File: src/rtl/kyber_red_sched.sv
// kyber_red_sched
//   Shares one fixed-latency, non-stalling Kyber reduction pipeline between two
//   requesters. A round-robin arbiter grants at most one operand per cycle into
//   a registered issue stage that drives the pipeline. A tag pipe of the same
//   depth as the pipeline returns each result to the requester that issued it.
//   The block owns the pipeline modulus and swaps it only after the pipeline has
//   fully drained, so in-flight operations always finish with the old modulus.
//
// Ports
//   clk_i, rst_ni            clock, asynchronous active-low reset
//   reqN_valid_i, reqN_x_i   operand offer from requester N (N = 0, 1)
//   reqN_ready_o             operand accepted this cycle (combinational)
//   rspN_valid_o             single-cycle result pulse for requester N
//   rsp_data_o               result, shared by both response ports
//   cfg_valid_i, cfg_m_i     modulus update, held until cfg_ready_o
//   cfg_ready_o              update applied at the end of this cycle
//   red_start_o, red_x_o     pipeline start strobe and operand (registered)
//   red_m_o                  pipeline modulus
//   red_result_i, red_valid_i pipeline result, LAT cycles after red_start_o
//   busy_o                   work in flight or sitting in the issue stage
module kyber_red_sched #(
  parameter int unsigned DATA_W  = 24,
  parameter int unsigned MOD_W   = 12,
  parameter int unsigned LAT     = 4,
  parameter int unsigned MOD_RST = 3329
) (
  input  logic              clk_i,
  input  logic              rst_ni,
  input  logic              req0_valid_i,
  input  logic [DATA_W-1:0] req0_x_i,
  output logic              req0_ready_o,
  input  logic              req1_valid_i,
  input  logic [DATA_W-1:0] req1_x_i,
  output logic              req1_ready_o,
  output logic              rsp0_valid_o,
  output logic              rsp1_valid_o,
  output logic [DATA_W-1:0] rsp_data_o,
  input  logic              cfg_valid_i,
  input  logic [MOD_W-1:0]  cfg_m_i,
  output logic              cfg_ready_o,
  output logic              red_start_o,
  output logic [DATA_W-1:0] red_x_o,
  output logic [MOD_W-1:0]  red_m_o,
  input  logic [DATA_W-1:0] red_result_i,
  input  logic              red_valid_i,
  output logic              busy_o
);

  // Holds 0..LAT+1: LAT operations inside the pipeline plus one being issued.
  localparam int unsigned CNT_W = $clog2(LAT + 2);

  typedef enum logic [1:0] {
    ST_RUN,
    ST_DRAIN,
    ST_LOAD
  } state_e;

  typedef struct packed {
    logic valid;
    logic id;
  } tag_t;

  state_e                 state_q, state_d;
  logic                   rr_q, rr_d;
  logic [MOD_W-1:0]       m_q, m_d;
  logic                   red_start_q, red_start_d;
  logic [DATA_W-1:0]      red_x_q, red_x_d;
  logic                   tag_q, tag_d;
  tag_t [LAT-1:0]         tag_pipe_q, tag_pipe_d;
  logic [CNT_W-1:0]       in_flight_q, in_flight_d;

  logic                   grant0, grant1, cfg_ready;
  tag_t                   tag_out;

  // Arbitration and configuration FSM.
  // NOTE: every signal written here gets a default first, so no path through
  // the case statement can leave one unassigned and infer a latch.
  always_comb begin
    state_d   = state_q;
    rr_d      = rr_q;
    m_d       = m_q;
    grant0    = 1'b0;
    grant1    = 1'b0;
    cfg_ready = 1'b0;
    case (state_q)
      ST_RUN: begin
        // A pending update blocks new grants so the pipeline can empty.
        if (cfg_valid_i) begin
          state_d = ST_DRAIN;
        end else begin
          // rr_q names the requester that wins a tie.
          grant0 = req0_valid_i & (~req1_valid_i | ~rr_q);
          grant1 = req1_valid_i & (~req0_valid_i |  rr_q);
        end
      end
      ST_DRAIN: begin
        // The issue stage and the result bus must also be empty: an op in
        // the issue stage is not yet counted, and the last result still
        // needs the old modulus in flight this cycle.
        if (in_flight_q == '0 && !red_start_q && !red_valid_i) begin
          state_d = ST_LOAD;
        end
      end
      ST_LOAD: begin
        cfg_ready = 1'b1;
        m_d       = cfg_m_i;
        state_d   = ST_RUN;
      end
      default: state_d = ST_RUN;
    endcase
    if (grant0) begin
      rr_d = 1'b1;
    end else if (grant1) begin
      rr_d = 1'b0;
    end
  end

  // Issue stage, tag pipe and in-flight bookkeeping.
  always_comb begin
    red_start_d = grant0 | grant1;
    red_x_d     = red_x_q;
    tag_d       = tag_q;
    if (grant0) begin
      red_x_d = req0_x_i;
      tag_d   = 1'b0;
    end else if (grant1) begin
      red_x_d = req1_x_i;
      tag_d   = 1'b1;
    end

    // Stage 0 captures the issue stage, so the last stage lines up with the
    // pipeline result LAT cycles after red_start_o.
    tag_pipe_d          = tag_pipe_q;
    tag_pipe_d[0].valid = red_start_q;
    tag_pipe_d[0].id    = tag_q;
    for (int i = 1; i < int'(LAT); i++) begin
      tag_pipe_d[i] = tag_pipe_q[i-1];
    end

    in_flight_d = in_flight_q;
    if (red_start_q && !red_valid_i) begin
      in_flight_d = in_flight_q + CNT_W'(1);
    end else if (!red_start_q && red_valid_i && in_flight_q != '0) begin
      in_flight_d = in_flight_q - CNT_W'(1);
    end
  end

  // NOTE: state is updated with non-blocking assignments so every flop samples
  // the pre-edge values of the others, independent of statement order.
  always_ff @(posedge clk_i or negedge rst_ni) begin
    if (!rst_ni) begin
      state_q     <= ST_RUN;
      rr_q        <= 1'b0;
      m_q         <= MOD_W'(MOD_RST);
      red_start_q <= 1'b0;
      red_x_q     <= '0;
      tag_q       <= 1'b0;
      // NOTE: the tag pipe is reset, unlike a plain data delay line, because
      // a stale valid bit would emit a response for a discarded operation.
      tag_pipe_q  <= '0;
      in_flight_q <= '0;
    end else begin
      state_q     <= state_d;
      rr_q        <= rr_d;
      m_q         <= m_d;
      red_start_q <= red_start_d;
      red_x_q     <= red_x_d;
      tag_q       <= tag_d;
      tag_pipe_q  <= tag_pipe_d;
      in_flight_q <= in_flight_d;
    end
  end

  assign tag_out      = tag_pipe_q[LAT-1];

  assign req0_ready_o = grant0;
  assign req1_ready_o = grant1;
  assign cfg_ready_o  = cfg_ready;
  assign red_start_o  = red_start_q;
  assign red_x_o      = red_x_q;
  assign red_m_o      = m_q;
  assign busy_o       = (in_flight_q != '0) | red_start_q;

  // A result with no matching tag is dropped rather than misrouted.
  assign rsp0_valid_o = red_valid_i & tag_out.valid & ~tag_out.id;
  assign rsp1_valid_o = red_valid_i & tag_out.valid &  tag_out.id;
  assign rsp_data_o   = red_result_i;

  a_in_flight_max: assert property (@(posedge clk_i) disable iff (!rst_ni)
    in_flight_q <= CNT_W'(LAT + 1));

  a_orphan_result: assert property (@(posedge clk_i) disable iff (!rst_ni)
    red_valid_i |-> tag_out.valid);

endmodule
File: config.mk
export PLATFORM = sky130hd
export DESIGN_NAME = kyber_red_sched
export DESIGN_NICKNAME = d
export VERILOG_FILES = /design/src/rtl/kyber_red_sched.sv
export SDC_FILE = /design/constraint.sdc
export NUM_CORES = 1
export LEC_CHECK = 0
export CORE_MARGIN = 1
export CORE_UTILIZATION = 33
export DETAILED_ROUTE_END_ITERATION = 12
export PLACE_DENSITY = 0.8
export SLEW_MARGIN = 10
export SYNTH_ARGS = -nofsm -noshare
export SYNTH_HDL_FRONTEND = slang
export SYNTH_SLANG_ARGS = --single-unit
File: constraint.sdc
create_clock -name clk_i -period 1.8 [get_ports clk_i]
set_clock_uncertainty 0.2 [all_clocks]
set_input_delay 0.18 -clock clk_i [delete_from_list [all_inputs] [get_ports clk_i]]
set_output_delay 0.18 -clock clk_i [all_outputs]
set_load 0.05 [all_outputs]
==> flow_metrics.tcl <==
set metrics [dict create \
    totalWireLength_um 6490 \
    yosys_warnings 0 \
    syn_to_final_growth_pct 55.5 \
    post_drt_wl_per_cell_um 15.0 \
    clkTransAtPathRegs_ns 0.10 \
    outcome "complete, but fails checks" \
    drc 0 \
    synth_top_area_cell "dfrtp_1" \
    clock-sinks 52 \
    drt_first_iter_violations 66 \
    place_area_um2 3560 \
    synth-xor-area-share_pct 0.357 \
    core_area_um2 7210 \
    num_vias 2162 \
    numCtsBuffers 5 \
    postLayoutCellArea_um2 3810 \
    final.setup.worst_slack_ns -0.215 \
    wl_met1_um 2760 \
    hpwlAfterDp_um 4560 \
    portBuffers 108 \
    cts_buffer_depth 2 \
    drt-vias-per-instance 4.98 \
    violations "negative setup slack" \
    vdd.ir_drop.worst_uv 962 \
    synth-main-ff-cell "dfrtp_1" \
    whs_endpoint "tag_pipe_d[5]" \
    min_period_ns 2.02 \
    synth.net_count 316 \
    wl_met3_um 391 \
    tritoncts "built" \
    synth_simple_gate_area_share_pct 10.9 \
    cts_root_buf "clkbuf_8" \
    grt_pass1_wl_um 9950 \
    postSynthAreaPerCell_um2 10.9 \
    globalRouteTotalUtil_pct 16.6 \
    die_w_um 88.2 \
    finalSetupViolations 2 \
    reg2reg_slack_ns 0.05 \
    gr-total-overflow 0 \
    placed_cells 412 \
    cp.arrival_ns 1.64 \
    cp-end-kind "primary output" \
    synth_mux_area_share_pct 5.97 \
    drive_gt1_share_pct 35.2 \
    start_util_pct 34.0 \
    antenna_left 0 \
    whs_path_depth 0 \
    setup_tns_ns -0.225 \
    hp-start "tag_pipe_d[3]" \
    hold_ws_ns 0.157 \
    rr_worst_depth 5 \
    top_layer_used "met4" \
    drv_slew 0 \
    required_ns 1.42 \
    synth_cell_types 37 \
    period_share_pct 112 \
    grt_pass1_vias 2138 \
    p_total_mw 6.34 \
    synth_fa_ha_area_share_pct 0.816 \
    cp_max_fo 2 \
    syn_area_um2 2450 \
    power.leakage_nw 1.68 \
    synth-edff-count 0 \
    fp.dieH_um 88.2 \
    diodes 0 \
    synth_top_area_share_pct 49.0 \
    row_count 31 \
    clock_latency_ns 0.31 \
    r2r_end "rr_q" \
    grt_max_degree 29 \
    wl_met2_um 3250 \
    die_area_um2 7780 \
    synth.area.top_cells "dfrtp_1 49%, buf_4 7.3%, mux2_2 6.0%" \
    antenna_found_initial 0 \
    async_reset_ff_share_pct 100 \
    r2r-start "state_q[0]" \
    htree_levels 2 \
    firstDrtPassIters 4 \
    synth_seq_cells 52 \
    max_freq_mhz 496 \
    final_hold_viol_count 0 \
    seq_area_frac_synth_pct 53.3 \
    worst_pin_slew_ns 0.627 \
    hp-class "register to register" \
    crit_path_start_kind "register" \
    nNetsFinal 425 \
    maxSlewHeadroom_pct 58.2 \
    criticalPathCategory "register to primary output" \
    rsz0062_at_grt "true" \
    maxCapViolations 0 \
    synth_compound_gate_area_share_pct 17.7 \
    power.density_nw_per_um2 1660 \
    syn_inst 225 \
    synth_top_family_by_area "compound AO/OA/AOI/OAI gates" \
    globalplace.congestion 0.745 \
    layout.cells.non_filler 434 \
    io_pins 157 \
]
## logic make-up (layout without fill, tap and decap cells)
family          Yosys count  count (layout)
compound gates           68              68
xor+xnor                  1               1
fa+ha+maj                 1               1
buf+inv                  43             153
flops                    52              52
mux                      13              13
simple gates             47              47
## worst max-delay path, cell delays in order, from the launching register on
cell and delay (ns):
dfrtp_1 0.40, or4b_4 0.53, a21oi_4 0.15, buf_6 0.13, buf_12 0.12
## state kept, by name, indices dropped and copies added (netlist names)
name	count
tag_q	1
rr_q	1
state_q	2
red_m_o	12
red_start_o	1
tag_out	2
tag_pipe_d	6
red_x_o	24
in_flight_q	3
## worst max-delay path by stage
stage | start | end | cells past startpoint | slack, ns
detailed placement | cfg_valid_i | red_x_o[10] | 6 | -0.22
global route | state_q[0] | req1_ready_o | 4 | -0.28
CTS | state_q[0] | req1_ready_o | 4 | -0.21
finish | state_q[0] | req1_ready_o | 4 | -0.22
global placement | cfg_valid_i | req1_ready_o | 5 | -0.19
floorplan | red_start_o | in_flight_q[1] | 6 | -0.11
## power breakdown
part | total (mW) | switching [mW] | leakage, nW | internal [mW]
logic | 3.61 | 2.27 | 1.01 | 1.34
clock network | 0.710 | 0.395 | 0.0516 | 0.315
registers | 2.02 | 0.299 | 0.618 | 1.72
## Yosys cell counts, types with 3 or more instances
cell type   n
a21oi_1    16
a221o_1     9
a31oi_1    15
and3_1     10
buf_2       9
buf_4      24
clkbuf_1    5
dfrtp_1    48
dfstp_2     4
inv_1       3
mux2_2     13
nand2_1     4
nand3_1    15
nor2_1      3
nor2b_1     3
o21ai_0    19
## what timing repair did
item	CTS	global route
resized for setup	10	11
endpoints found under the setup margin	3	27
setup buffers	9	9
pin swaps	4	4
hold buffers	1	0
endpoints found under the hold margin	20	0
## per-layer routing
layer	global-route usage [%]	vias up
met5	0	-
met4	4.99	0
met3	4.43	18
met2	29.2	69
met1	19.7	1064
li1	-	1011
## area by class of cell
class	count	area, um^2
sequential	52	1310
inverter	4	16.3
timing repair buffer	141	1350
fill	656	3400
clock buffer	6	82.6
tap	99	124
multi-input combinational	130	918
clock inverter	2	13.8
## through the flow
stage          setup WS, ns  util (%)
2_1_floorplan        -0.109         -
3_3_place_gp         -0.189      49.3
3_5_place_dp         -0.215      49.3
4_1_cts              -0.208      52.2
5_1_grt              -0.275      52.9
6_report             -0.215      52.9
## layout by cell type (no fill, tap or decap), types with 9 or more instances in the layout
cell type,synthesis,final
a221o_1,9,9
buf_4,24,60
o21ai_0,19,14
a31oi_1,15,15
a21oi_1,16,16
clkdlybuf4s50_1,0,64
dfrtp_1,48,45
and3_1,10,10
mux2_2,13,12
nand3_1,15,15
Note: power is estimated with default switching activity, not from simulation.
